===== config.mk =====
export PLATFORM = sky130hd
export DESIGN_NAME = cmdparser_burst
export DESIGN_NICKNAME = d
export VERILOG_FILES = /design/src/rtl/cmdparser_pkg.sv /design/src/rtl/cmdparser_bytepack.sv /design/src/rtl/cmdparser_burst.sv
export SDC_FILE = /design/constraint.sdc
export NUM_CORES = 1
export LEC_CHECK = 0
export ABC_AREA = 1
export BUFFER_PORTS_ARGS = -buffer_cell sky130_fd_sc_hd__buf_2
export CAP_MARGIN = 20
export CORE_MARGIN = 4
export CORE_UTILIZATION = 40
export CTS_CLUSTER_DIAMETER = 120
export DETAILED_ROUTE_END_ITERATION = 16
export SYNTH_ARGS = -nofsm -noshare
export SYNTH_HDL_FRONTEND = slang
export SYNTH_SLANG_ARGS = --single-unit

===== constraint.sdc =====
create_clock -name clk -period 1.8 [get_ports clk]
set_input_delay 0.36 -clock clk [delete_from_list [all_inputs] [get_ports clk]]
set_output_delay 0.36 -clock clk [all_outputs]
set_load 0.1 [all_outputs]

===== src/rtl/cmdparser_pkg.sv =====
// Shared definitions for the burst command parser: opcode bytes and FSM states.
package cmdparser_pkg;

    localparam logic [7:0] OP_RD  = 8'h55;
    localparam logic [7:0] OP_WR  = 8'hAA;
    localparam logic [7:0] OP_BRD = 8'h5A;
    localparam logic [7:0] OP_BWR = 8'hA5;

    typedef enum logic [2:0] {
        ST_IDLE,
        ST_ADDR,
        ST_COUNT,
        ST_WDATA,
        ST_WRITE,
        ST_READ,
        ST_RWAIT,
        ST_RESP
    } state_t;

endpackage


===== src/rtl/cmdparser_bytepack.sv =====
// Byte<->word shift register: bytes enter at the top and move down, so a word
// assembles little-endian and serialises LSB first from word[7:0].
module cmdparser_bytepack #(
    parameter int unsigned W = 8
) (
    input  logic         clk,
    input  logic         nreset,
    input  logic         load,
    input  logic [W-1:0] load_word,
    input  logic         shift,
    input  logic [7:0]   in_byte,
    output logic [W-1:0] word
);

    logic [W-1:0] shifted;

    generate
        if (W == 8) begin : g_byte
            assign shifted = in_byte;
        end else begin : g_wide
            assign shifted = {in_byte, word[W-1:8]};
        end
    endgenerate

    always_ff @(posedge clk or negedge nreset) begin
        if (!nreset) begin
            word <= '0;
        end else if (load) begin
            word <= load_word;
        end else if (shift) begin
            word <= shifted;
        end
    end

endmodule


===== src/rtl/cmdparser_burst.sv =====
// Byte-stream command parser with burst read/write and a backpressured response stream.
// Optional partial-command abort after TIMEOUT idle cycles: define CMDPARSER_TIMEOUT_EN.
module cmdparser_burst
    import cmdparser_pkg::*;
#(
    parameter int unsigned ADDR_W  = 8,
    parameter int unsigned DATA_W  = 8,
    parameter int unsigned TIMEOUT = 1024
) (
    input  logic              clk,
    input  logic              nreset,
    input  logic [7:0]        in_data,
    input  logic              in_valid,
    output logic              in_ack,
    output logic [ADDR_W-1:0] bus_addr,
    output logic [DATA_W-1:0] bus_wdata,
    input  logic [DATA_W-1:0] bus_rdata,
    output logic              bus_rd,
    output logic              bus_wr,
    output logic [7:0]        out_data,
    output logic              out_valid,
    input  logic              out_ready,
    output logic              busy,
    output logic              err
);

    localparam logic [1:0] A_LAST = 2'(ADDR_W / 8 - 1);
    localparam logic [1:0] D_LAST = 2'(DATA_W / 8 - 1);

    generate
        if (ADDR_W % 8 != 0 || ADDR_W < 8 || ADDR_W > 32) begin : g_bad_addr_w
            $error("ADDR_W must be a multiple of 8 in 8..32");
        end
        if (DATA_W % 8 != 0 || DATA_W < 8 || DATA_W > 32) begin : g_bad_data_w
            $error("DATA_W must be a multiple of 8 in 8..32");
        end
        if (TIMEOUT < 1) begin : g_bad_timeout
            $error("TIMEOUT must be at least 1");
        end
    endgenerate

    state_t            state, state_n;
    logic [1:0]        idx;
    logic [8:0]        cnt;
    logic              op_rd, op_burst;
    logic [DATA_W-1:0] data_word, wdata_q;
    logic              err_n;
    logic              addr_shift, addr_inc, data_shift, data_load;
    logic              idx_clr, idx_inc, op_cap, cnt_one, cnt_ld, cnt_dec;

    cmdparser_bytepack #(.W(ADDR_W)) u_addr (
        .clk       (clk),
        .nreset    (nreset),
        .load      (addr_inc),
        .load_word (bus_addr + ADDR_W'(1)),
        .shift     (addr_shift),
        .in_byte   (in_data),
        .word      (bus_addr)
    );

    // Shared between write-word assembly and read-word serialisation.
    cmdparser_bytepack #(.W(DATA_W)) u_data (
        .clk       (clk),
        .nreset    (nreset),
        .load      (data_load),
        .load_word (bus_rdata),
        .shift     (data_shift),
        .in_byte   (in_data),
        .word      (data_word)
    );

`ifdef CMDPARSER_TIMEOUT_EN
    localparam int unsigned TMO_W = $clog2(TIMEOUT + 1);
    logic [TMO_W-1:0] tmo;
    logic             stall, abort;

    assign stall = (state == ST_ADDR || state == ST_COUNT || state == ST_WDATA) && !in_valid;
    assign abort = stall && (tmo == TMO_W'(TIMEOUT - 1));

    always_ff @(posedge clk or negedge nreset) begin
        if (!nreset) begin
            tmo <= '0;
        end else if (stall && !abort) begin
            tmo <= tmo + TMO_W'(1);
        end else begin
            tmo <= '0;
        end
    end
`endif

    always_comb begin
        state_n    = state;
        in_ack     = 1'b0;
        bus_wr     = 1'b0;
        bus_rd     = 1'b0;
        out_valid  = 1'b0;
        err_n      = 1'b0;
        addr_shift = 1'b0;
        addr_inc   = 1'b0;
        data_shift = 1'b0;
        data_load  = 1'b0;
        idx_clr    = 1'b0;
        idx_inc    = 1'b0;
        op_cap     = 1'b0;
        cnt_one    = 1'b0;
        cnt_ld     = 1'b0;
        cnt_dec    = 1'b0;
        case (state)
            ST_IDLE: begin
                in_ack  = in_valid;
                idx_clr = 1'b1;
                if (in_valid) begin
                    if (in_data == OP_RD || in_data == OP_WR ||
                        in_data == OP_BRD || in_data == OP_BWR) begin
                        op_cap  = 1'b1;
                        state_n = ST_ADDR;
                    end else begin
                        err_n = 1'b1;
                    end
                end
            end
            ST_ADDR: begin
                in_ack = in_valid;
                if (in_valid) begin
                    addr_shift = 1'b1;
                    idx_inc    = 1'b1;
                    if (idx == A_LAST) begin
                        idx_clr = 1'b1;
                        if (op_burst) begin
                            state_n = ST_COUNT;
                        end else begin
                            cnt_one = 1'b1;
                            state_n = op_rd ? ST_READ : ST_WDATA;
                        end
                    end
                end
            end
            ST_COUNT: begin
                in_ack = in_valid;
                if (in_valid) begin
                    cnt_ld  = 1'b1;
                    state_n = op_rd ? ST_READ : ST_WDATA;
                end
            end
            ST_WDATA: begin
                in_ack = in_valid;
                if (in_valid) begin
                    data_shift = 1'b1;
                    idx_inc    = 1'b1;
                    if (idx == D_LAST) begin
                        idx_clr = 1'b1;
                        state_n = ST_WRITE;
                    end
                end
            end
            ST_WRITE: begin
                bus_wr   = 1'b1;
                addr_inc = 1'b1;
                cnt_dec  = 1'b1;
                state_n  = (cnt == 9'd1) ? ST_IDLE : ST_WDATA;
            end
            ST_READ: begin
                bus_rd  = 1'b1;
                state_n = ST_RWAIT;
            end
            ST_RWAIT: begin
                data_load = 1'b1;
                idx_clr   = 1'b1;
                state_n   = ST_RESP;
            end
            ST_RESP: begin
                // Next read is only issued once the whole word has drained.
                out_valid = 1'b1;
                if (out_ready) begin
                    data_shift = 1'b1;
                    idx_inc    = 1'b1;
                    if (idx == D_LAST) begin
                        idx_clr  = 1'b1;
                        addr_inc = 1'b1;
                        cnt_dec  = 1'b1;
                        state_n  = (cnt == 9'd1) ? ST_IDLE : ST_READ;
                    end
                end
            end
            default: state_n = ST_IDLE;
        endcase
`ifdef CMDPARSER_TIMEOUT_EN
        if (abort) begin
            state_n = ST_IDLE;
            err_n   = 1'b1;
        end
`endif
    end

    always_ff @(posedge clk or negedge nreset) begin
        if (!nreset) begin
            state    <= ST_IDLE;
            idx      <= '0;
            cnt      <= '0;
            op_rd    <= 1'b0;
            op_burst <= 1'b0;
            wdata_q  <= '0;
            err      <= 1'b0;
        end else begin
            state <= state_n;
            err   <= err_n;
            if (idx_clr) begin
                idx <= '0;
            end else if (idx_inc) begin
                idx <= idx + 2'd1;
            end
            if (op_cap) begin
                op_rd    <= (in_data == OP_RD) || (in_data == OP_BRD);
                op_burst <= (in_data == OP_BRD) || (in_data == OP_BWR);
            end
            if (cnt_one) begin
                cnt <= 9'd1;
            end else if (cnt_ld) begin
                cnt <= (in_data == 8'd0) ? 9'd256 : {1'b0, in_data};
            end else if (cnt_dec) begin
                cnt <= cnt - 9'd1;
            end
            if (state == ST_WRITE) begin
                wdata_q <= data_word;
            end
        end
    end

    assign bus_wdata = (state == ST_WRITE) ? data_word : wdata_q;
    assign out_data  = (state == ST_RESP) ? data_word[7:0] : 8'd0;
    assign busy      = (state != ST_IDLE);

endmodule


==> flow_metrics.env, run 1 <==
export IMPL_status="finished with violations"
export IMPL_failed_checks="negative setup slack"
export IMPL_synth_compound_area_share_pct=11.77
export IMPL_core_area_um2=6314
export IMPL_grt_max_degree=34
export IMPL_post_route_period_util_pct=102.3
export IMPL_dpl_instance_area_um2=3412
export IMPL_drt_wl_total_mm=7.225
export IMPL_p_int_uw=3029
export IMPL_overflow=0
export IMPL_stdcell_count=525
export IMPL_critPathKind="reg2out"
export IMPL_cts_tree="built"
export IMPL_crit_top_cell="buf_12"
export IMPL_rows=29
export IMPL_groute_usage_overall_pct=19.34
export IMPL_power_density_nw_per_um2=1959
export IMPL_p_switching_uw=4007
export IMPL_cp_slowest_cell="dfrtp_1"
export IMPL_cp_start_kind="flip-flop"
export IMPL_tightest_slew_ns=0.4891
export IMPL_ys_seq_area_share_pct=39.56
export IMPL_dieArea_um2=7837
export IMPL_final_area_um2=3592
export IMPL_final_core_util_pct=56.90
export IMPL_initial_core_util_pct=41.08
export IMPL_grt_pass1_vias=2470
export IMPL_rsz0062_at_grt="yes"
export IMPL_n_antenna_cell=0
export IMPL_yosys_area_share_adder_pct=1.930
export IMPL_root_buffer="clkbuf_8"
export IMPL_grt_first_pass_wirelength_mm=11.72
export IMPL_pin_count=50
export IMPL_cts_sinks=41
export IMPL_fin_nets=471
export IMPL_antenna_left=0
export IMPL_clock_latency_ns=0.30
export IMPL_worstPathRequired_ns=1.44
export IMPL_period_needed_ns=1.841
export IMPL_hold_path_class="in2reg"
export IMPL_num_vias=2634
export IMPL_final_setup_skew_ns=0.003456
export IMPL_p_comb_share_pct=68.5
export IMPL_fmax_ghz=0.5431
export IMPL_clkTransAtPathRegs_ns=0.09
export IMPL_setup_ws_ns=-0.04126
export IMPL_seq_power_share_pct=22.6
export IMPL_routabilityCongestion=0.8964
export IMPL_drive_gt1_share_pct=27.68
export IMPL_synth_top_family_by_area="simple AND/OR/NAND/NOR gates"
export IMPL_drv_cap=0
export IMPL_yosysTopAreaCellShare_pct=39.56
export IMPL_cts_buffer_depth=2
export IMPL_syn_inst=385
export IMPL_crit_path_end_kind="output port"
export IMPL_ys_ff_latch=41
export IMPL_cp_top_family="flip-flops"
export IMPL_final_max_slew_violation_count=0
export IMPL_synth_fp_nets=409
export IMPL_cp_max_fo=18
export IMPL_dr_pass1_iters=4
export IMPL_cts_buffers=5
export IMPL_route_detailed_drc=0
export IMPL_dp_cells=510
export IMPL_die_height_um=88.53
export IMPL_htreeDepth=2
export IMPL_yosysUniqueCellTypes=28
export IMPL_synth_warning_count=0
export IMPL_swShare_pct=56.95
export IMPL_hold_slack_ns=0.3461
export IMPL_vias_per_cell=5.017
export IMPL_synth_simple_gate_area_share_pct=35.79
export IMPL_syn_area_per_cell_um2=6.737
export IMPL_setup_viol=8
export IMPL_path_cells="nor2_2 -> nand2_2 -> buf_12 -> o21ai_4 -> buf_12"
export IMPL_netlist_area_um2=2594
export IMPL_synth_area_mux_share_pct=0
export IMPL_chipWidth_um=88.53
export IMPL_max_stage_delay_ns=0.43
export IMPL_vdd_drop_max_uv=1424
export IMPL_syn2layout_area_growth_pct=38.50
export IMPL_numPortBuffers=49
export IMPL_leakage_uw=0.001821
export IMPL_cp_arrival_ns=1.48
export IMPL_critPathBufInv=2
export IMPL_wl_per_cell_um=13.76
export IMPL_drtIter0Drc=138
export IMPL_synthXorXnorAreaFrac_pct=1.013
export IMPL_max_slew_margin_pct=67.62
export IMPL_antenna_found_initial=0
export IMPL_dp_slack_ns=0.1353
export IMPL_clkPwrFrac_pct=8.9
export IMPL_hold_viol=0
export IMPL_yosysTopAreaCell="dfrtp_1"
export IMPL_synth_area_leaders="dfrtp_1 40%, nand2_1 20%, inv_1 6.9%, o21ai_0 6.8%, nor2_1 5.4%"
export IMPL_dp_hpwl_mm=5.386
## layout make-up
type | instances | area (um^2)
clock inverters | 3 | 17.52
multi-input cells | 281 | 1470
flip-flops and latches | 41 | 1035
inverters | 56 | 215.2
repair buffers | 62 | 689.4
fillers | 585 | 2721
well taps | 77 | 96.34
clock buffers | 5 | 68.82
## power groups by stage
stage	Combinational [uW]	Sequential [uW]	Clock, uW
final	4820	1590	626
after global routing	5200	1640	685
after CTS	4730	1580	650
after detailed placement	4620	1610	0
after global placement	4580	1600	0
after floorplan	2850	2200	0
## cell usage in the layout, fill, tap and decap left out, types with 2 or more instances in the layout
| cell type | n |
|---|---|
| nand2_1 | 131 |
| inv_1 | 47 |
| dfrtp_1 | 34 |
| buf_2 | 28 |
| nor2_1 | 27 |
| o21ai_0 | 27 |
| nand3_1 | 25 |
| buf_12 | 23 |
| nor2_2 | 10 |
| a21oi_1 | 9 |
| buf_4 | 9 |
| o21ai_4 | 8 |
| nand2_2 | 7 |
| inv_2 | 7 |
| nor2_4 | 7 |
| dfrtp_2 | 7 |
| nor3_1 | 5 |
| nand4_1 | 5 |
| clkbuf_8 | 5 |
| ha_1 | 4 |
| xor2_1 | 3 |
| inv_4 | 2 |
| nand2_4 | 2 |
| o21ai_1 | 2 |
| a22oi_1 | 2 |
| clkinv_2 | 2 |
## logic make-up (layout without fill, tap and decap cells)
logic type,count (synthesis),in the layout
AO/OA/AOI/OAI,53,53
XOR/XNOR,3,3
adder cells (fa/ha/maj),4,4
buffers and inverters,63,126
flip-flops,41,41
AND/OR/NAND/NOR,221,221
## sequential cells by signal, indices dropped and copies added (netlist names)
name / flops
cnt: 9
u_addr.word: 8
u_data.word: 8
wdata_q: 8
state: 3
idx: 2
err: 1
op_burst: 1
op_rd: 1
## through the flow
step / TNS (ns) / power, uW
finish: -0.2884 / 7037
global route: -1.061 / 7528
CTS: -0.4710 / 6957
detailed placement: 0 / 6229
global placement: 0 / 6181
floorplan: -2.772 / 5043
## worst paths after layout
kind	slack [ns]	depth (start not counted)	endpoint	from
setup / recovery	-0.04	5	bus_wdata[4]	state[1]$_DFFE_PN0P_
hold / removal	0.35	3	u_addr.word[4]$_DFFE_PN0P_	in_data[4]
setup reg to reg	0.12	9	cnt[8]$_DFFE_PN0P_	state[2]$_DFFE_PN0P_
hold reg to reg	0.50	1	u_addr.word[0]$_DFFE_PN0P_	u_addr.word[0]$_DFFE_PN0P_
max in group asynchronous	0.87	3	u_addr.word[0]$_DFFE_PN0P_	nreset
min in group asynchronous	0.45	2	idx[0]$_DFFE_PN0P_	nreset
## per-layer routing
| layer | GRT usage (%) | wire length (um) | vias up |
|---|---|---|---|
| li1 | - | - | 1327 |
| met1 | 25.54 | 3329 | 1214 |
| met2 | 31.34 | 3405 | 79 |
| met3 | 3.818 | 348 | 14 |
| met4 | 7.418 | 143 | 0 |
| met5 | 0 | 0 | - |
## worst register-to-register path, cell delays in order, from the launching register on
cell and delay [ns]:
dfrtp_2 0.46, buf_4 0.16, nor2_4 0.22, nand2_4 0.17, inv_2 0.15, nor2_1 0.07, nand2_2 0.12, inv_2 0.09
nand2_1 0.07, nand2_1 0.06
## cells in the mapped netlist
library cell,count
o211ai_4,1
o211ai_1,1
buf_2,2
nor2_1,37
inv_1,48
nand3_2,1
clkbuf_1,1
a22oi_1,2
a31oi_1,1
nor3_1,5
nand2_1,137
a21oi_1,9
o21ai_2,1
nor2_4,3
nor2_2,4
inv_2,8
buf_6,1
nand4_1,5
a21oi_4,1
o21ai_0,35
nand3_1,25
xor2_1,3
buf_4,3
ha_1,4
o21ai_1,2
or2_2,1
nand2_2,3
dfrtp_1,41
## what timing repair did
action / 4_1_cts / 5_1_grt
gates resized for setup: 6 / 9
setup buffers: 4 / 2
hold endpoints to repair: 8 / 0
hold buffers: 1 / 0
cloned: 0 / 0
pin swaps: 2 / 2
setup endpoints to repair: 20 / 19
Note: power is estimated with default switching activity, not from simulation.
==> run 2, diff against run 1 <==
Settings changed: PLACE_DENSITY set to 0.68.
==> run 2 against run 1 <==
Effect of this change:
- the run still ends with negative setup slack left
- non-clock buffer count decreased by 3
- flip-flop and latch count unchanged
- maximum frequency decreased by 1.8%
- wire length decreased by 5.3%
- sequential share of layout area increased by 0.17 points
- worst hold slack got worse by 0.32 ns
- cell area decreased by 0.70%
- first-iteration DRC count decreased by 2.9%
- critical path type unchanged
- highest routed layer unchanged
==> flow_metrics.env, run 2 (synthesized netlist as in run 1, its figures left out) <==
export IMPL_cts_buffers=5
export IMPL_final_cell_mix="134 x nand2_1, 47 x inv_1, 35 x dfrtp_1"
export IMPL_die_height_um=88.53
export IMPL_wl_per_cell_um=13.11
export IMPL_htreeDepth=2
export IMPL_post_route_period_util_pct=104.2
export IMPL_dieArea_um2=7837
export IMPL_rrSetupSlack_ns=0.18
export IMPL_cp_slowest_cell="dfrtp_1"
export IMPL_tightest_slew_ns=0.5210
export IMPL_cp_top_family="flip-flops"
export IMPL_cp_start_kind="flip-flop"
export IMPL_final_max_slew_violation_count=0
export IMPL_dr_pass1_iters=4
export IMPL_syn2layout_area_growth_pct=37.53
export IMPL_failed_checks="negative setup slack"
export IMPL_final_setup_skew_ns=0.008926
export IMPL_crit_path_end_kind="output port"
export IMPL_routabilityCongestion=0.9421
export IMPL_fmax_ghz=0.5331
export IMPL_core_area_um2=6314
export IMPL_clkTransAtPathRegs_ns=0.09
export IMPL_hold_viol=0
export IMPL_setup_viol=8
export IMPL_numPortBuffers=49
export IMPL_initial_core_util_pct=41.08
export IMPL_cts_buffer_depth=2
export IMPL_cp_arrival_ns=1.52
export IMPL_overflow=0
export IMPL_grt_first_pass_wirelength_mm=11.67
export IMPL_root_buffer="clkbuf_8"
export IMPL_critPathBufInv=2
export IMPL_route_detailed_drc=0
export IMPL_n_antenna_cell=0
export IMPL_rows=29
export IMPL_dp_hpwl_mm=5.436
export IMPL_cts_tree="built"
export IMPL_power_density_nw_per_um2=1982
export IMPL_hold_path_class="in2async"
export IMPL_dpl_instance_area_um2=3415
export IMPL_clock_latency_ns=0.30
export IMPL_top_register="cnt"
export IMPL_largest_reg_flops=9
export IMPL_cts_sinks=41
export IMPL_grt_pass1_vias=2529
export IMPL_groute_usage_overall_pct=19.01
export IMPL_drtIter0Drc=134
export IMPL_antenna_left=0
export IMPL_path_cells="nor2_1 -> nand2_2 -> buf_12 -> o21ai_4 -> buf_12"
export IMPL_num_vias=2591
export IMPL_crit_top_cell="buf_12"
export IMPL_grt_max_degree=23
export IMPL_max_slew_margin_pct=65.27
export IMPL_rsz0062_at_grt="yes"
export IMPL_vdd_drop_max_uv=1256
export IMPL_final_common_cell="nand2_1"
export IMPL_fin_nets=468
export IMPL_startpoint="state[0]$_DFFE_PN0P_"
export IMPL_drv_cap=0
export IMPL_max_stage_delay_ns=0.43
export IMPL_leakage_uw=0.001814
export IMPL_setup_ws_ns=-0.07596
export IMPL_cp_max_fo=17
export IMPL_final_area_um2=3567
export IMPL_reg2regPathDepth=9
export IMPL_antenna_found_initial=0
export IMPL_period_needed_ns=1.876
export IMPL_critPathKind="reg2out"
export IMPL_drive_gt1_share_pct=26.07
export IMPL_worstPathRequired_ns=1.44
export IMPL_chipWidth_um=88.53
export IMPL_drt_wl_total_mm=6.841
export IMPL_status="finished with violations"
export IMPL_totalPowerFinal_uw=7070
export IMPL_cts_hold_buf=0
export IMPL_pin_count=50
export IMPL_regToRegStartpoint="state[2]$_DFFE_PN0P_"
export IMPL_cp_depth=5
export IMPL_vias_per_cell=4.964
## run 2: cell type report
class | instances | area [um^2]
Clock buffer | 5 | 68.82
Clock inverter | 3 | 46.29
Fill cell | 605 | 2746
Inverter | 56 | 212.7
Multi-Input combinational cell | 281 | 1458
Sequential cell | 41 | 1033
Tap cell | 77 | 96.34
Timing Repair Buffer | 59 | 651.9
## run 2: per-stage QoR
step / utilization (%) / TNS, ns / worst slack (ns) / cells / hold WS [ns]
final: 56.50 / -0.5670 / -0.07596 / 522 / 0.02321
after global routing: 56.50 / -1.229 / -0.1342 / 522 / 0.06206
after CTS: 56.42 / -0.5159 / -0.07621 / 522 / 0.04181
after detailed placement: 54.08 / 0 / 0.1390 / 512 / 0.3730
after global placement: 54.08 / 0 / 0.1689 / 512 / 0.3752
after floorplan: - / -2.772 / -0.1480 / 385 / 0.06441
## run 2: metal layers
| layer | vias to the layer above | share of wire [%] | routed length [um] | global-route usage, % |
|---|---|---|---|---|
| met1 | 1179 | 45 | 3053 | 24.49 |
| met3 | 9 | 5.0 | 342 | 2.421 |
| met2 | 77 | 49 | 3361 | 33.24 |
| met4 | 0 | 1.2 | 85 | 5.769 |
| met5 | - | 0 | 0 | 0 |
| li1 | 1326 | - | - | - |
## run 2: path summary, 6_finish.rpt
check                                              to
setup / recovery                         bus_wdata[3]
hold / removal             u_data.word[2]$_DFFE_PN0P_
setup reg to reg                   cnt[5]$_DFFE_PN0P_
hold reg to reg            u_addr.word[0]$_DFFE_PN0P_
max in group asynchronous        state[2]$_DFFE_PN0P_
min in group clk           u_addr.word[4]$_DFFE_PN0P_
## run 2: repair_timing
item | CTS | global route
resized for setup | 6 | 2
setup endpoints to repair | 18 | 16
pin swaps | 0 | 3
buffers inserted | 2 | 0
## run 2: report_power, final
| group | total, uW | switching [uW] | internal (uW) |
|---|---|---|---|
| Clock | 769 | 354 | 415 |
| Sequential | 1580 | 265 | 1320 |
| Combinational | 4720 | 3330 | 1390 |
| Total | 7070 | 3950 | 3120 |
## run 2: worst register-to-register path: stages, from the launching register on
cell	delay, ns
dfrtp_2	0.45
buf_4	0.17
nor2_4	0.21
nand2_4	0.17
inv_2	0.15
nor2_1	0.07
nand2_2	0.11
inv_2	0.08
nand2_1	0.07
nand2_1	0.05
==> run 3, diff against run 2 <==
Settings changed: BUFFER_PORTS_ARGS -buffer_cell sky130_fd_sc_hd__buf_2 to -buffer_cell sky130_fd_sc_hd__buf_4.
==> run 3 against run 2 <==
Effect of this change:
- the run still ends with negative setup slack left
- sequential share of layout area fell by 0.69 points
- combinational power rose by 2%
- maximum frequency up 2.5%
- sequential power barely moved
- die area unchanged
==> flow_metrics.env, run 3 (synthesized netlist as in run 1, its figures left out) <==
export IMPL_status="finished with violations"
export IMPL_failed_checks="negative setup slack"
export IMPL_grt_max_degree=42
export IMPL_cts_buffers=5
export IMPL_htreeDepth=2
export IMPL_drive_gt1_share_pct=27.13
export IMPL_setup_ws_ns=-0.02992
export IMPL_route_detailed_drc=0
export IMPL_cts_tree="built"
export IMPL_power_density_nw_per_um2=2003
export IMPL_clock_latency_ns=0.30
export IMPL_dp_slack_ns=0.1757
export IMPL_drv_cap=0
export IMPL_final_area_um2=3655
export IMPL_syn2layout_area_growth_pct=40.91
export IMPL_leakage_uw=0.001850
export IMPL_cp_start_kind="flip-flop"
export IMPL_fmax_ghz=0.5465
export IMPL_setup_tns_ns=-0.1544
export IMPL_rows=29
export IMPL_cts_sinks=41
export IMPL_final_common_cell="nand2_1"
export IMPL_critPathKind="reg2out"
export IMPL_core_area_um2=6314
export IMPL_final_cell_mix="131 x nand2_1, 47 x inv_1, 37 x buf_4"
export IMPL_stdcell_count=523
export IMPL_vias_per_cell=5.055
export IMPL_hold_path_class="in2async"
export IMPL_antenna_left=0
export IMPL_dieArea_um2=7837
export IMPL_cts_buffer_depth=2
export IMPL_fin_nets=469
export IMPL_multi_input_area_um2=1468
export IMPL_grt_first_pass_wirelength_mm=11.62
export IMPL_drtIter0Drc=169
export IMPL_overflow=0
export IMPL_routabilityCongestion=0.8836
export IMPL_hold_slack_ns=0.02632
export IMPL_worstPathRequired_ns=1.44
export IMPL_pin_count=50
export IMPL_dp_cells=511
export IMPL_dp_hpwl_mm=5.339
export IMPL_top_register="cnt"
export IMPL_grt_pass1_vias=2519
export IMPL_cp_max_fo=18
export IMPL_clkTransAtPathRegs_ns=0.08
export IMPL_chipWidth_um=88.53
export IMPL_post_route_period_util_pct=101.7
export IMPL_dr_pass1_iters=4
export IMPL_root_buffer="clkbuf_8"
export IMPL_cp_arrival_ns=1.47
export IMPL_tightest_slew_ns=0.5200
export IMPL_wl_per_cell_um=13.32
export IMPL_final_max_slew_violation_count=0
export IMPL_largest_reg_flops=9
export IMPL_die_height_um=88.53
export IMPL_num_vias=2644
export IMPL_n_antenna_cell=0
export IMPL_rsz0062_at_grt="yes"
export IMPL_period_needed_ns=1.830
export IMPL_initial_core_util_pct=41.08
export IMPL_max_slew_margin_pct=65.33
export IMPL_seqCellArea_um2=1033
export IMPL_dpl_instance_area_um2=3214
export IMPL_n_fill_cell=576
export IMPL_crit_path_end_kind="output port"
export IMPL_final_setup_skew_ns=0.003395
export IMPL_setup_viol=8
export IMPL_vdd_drop_max_uv=1298
export IMPL_hold_viol=0
export IMPL_drt_wl_total_mm=6.966
export IMPL_antenna_found_initial=0
export IMPL_groute_usage_overall_pct=19.25
export IMPL_numPortBuffers=49
## run 3: layer usage
layer / GRT usage [%] / wire (um) / part of all wire [%]
met1: 23.78 / 3107 / 45
met2: 34.13 / 3425 / 49
met3: 3.818 / 315 / 4.5
met4: 5.357 / 117 / 1.7
met5: 0 / 0 / 0
## run 3: what timing repair did
| item | in CTS | in global routing |
|---|---|---|
| pin swaps | 3 | 1 |
| resized for setup | 50 | 20 |
| hold buffers | 0 | 0 |
| buffers inserted | 3 | 1 |
| setup endpoints to repair | 20 | 20 |
| gates cloned | 0 | 0 |
## run 3: layout make-up
type | count | area share (%)
multi-input combinational | 281 | 40.16
sequential | 41 | 28.28
timing repair buffer | 60 | 19.34
inverter | 56 | 5.820
tap | 77 | 2.636
clock buffer | 5 | 1.883
clock inverter | 3 | 1.883
## run 3: final timing paths
kind / slack, ns / from / end / cells past startpoint
setup / recovery: -0.03 / state[0]$_DFFE_PN0P_ / bus_wdata[4] / 5
hold / removal: 0.03 / nreset / idx[0]$_DFFE_PN0P_ / 1
setup reg to reg: 0.20 / state[2]$_DFFE_PN0P_ / cnt[6]$_DFFE_PN0P_ / 9
hold reg to reg: 0.51 / u_addr.word[0]$_DFFE_PN0P_ / u_addr.word[0]$_DFFE_PN0P_ / 1
max in group asynchronous: 1.38 / nreset / u_addr.word[4]$_DFFE_PN0P_ / 1
min in group clk: 0.31 / in_data[4] / u_addr.word[4]$_DFFE_PN0P_ / 3
## run 3: stage by stage
stage / power, uW / utilization (%)
3_5_place_dp: 5922 / 50.91
2_1_floorplan: 5043 / -
5_1_grt: 7819 / 57.89
4_1_cts: 7276 / 56.56
3_3_place_gp: 5872 / 50.91
6_report: 7320 / 57.89
## run 3: worst max-delay path, cell delays in order, from the launching register on
cell and delay [ns]:
dfrtp_2 0.45, nor2_2 0.10, nand2_2 0.07, buf_12 0.17
o21ai_4 0.17, buf_12 0.19
## run 3: where the power goes
| part | switching (uW) | internal [uW] | leakage [uW] | total (uW) |
|---|---|---|---|---|
| Sequential | 272 | 1320 | 0.000511 | 1590 |
| Clock | 346 | 558 | 0.0000687 | 905 |
| Combinational | 3350 | 1470 | 0.00127 | 4820 |
| Total | 3970 | 3350 | 0.00185 | 7320 |
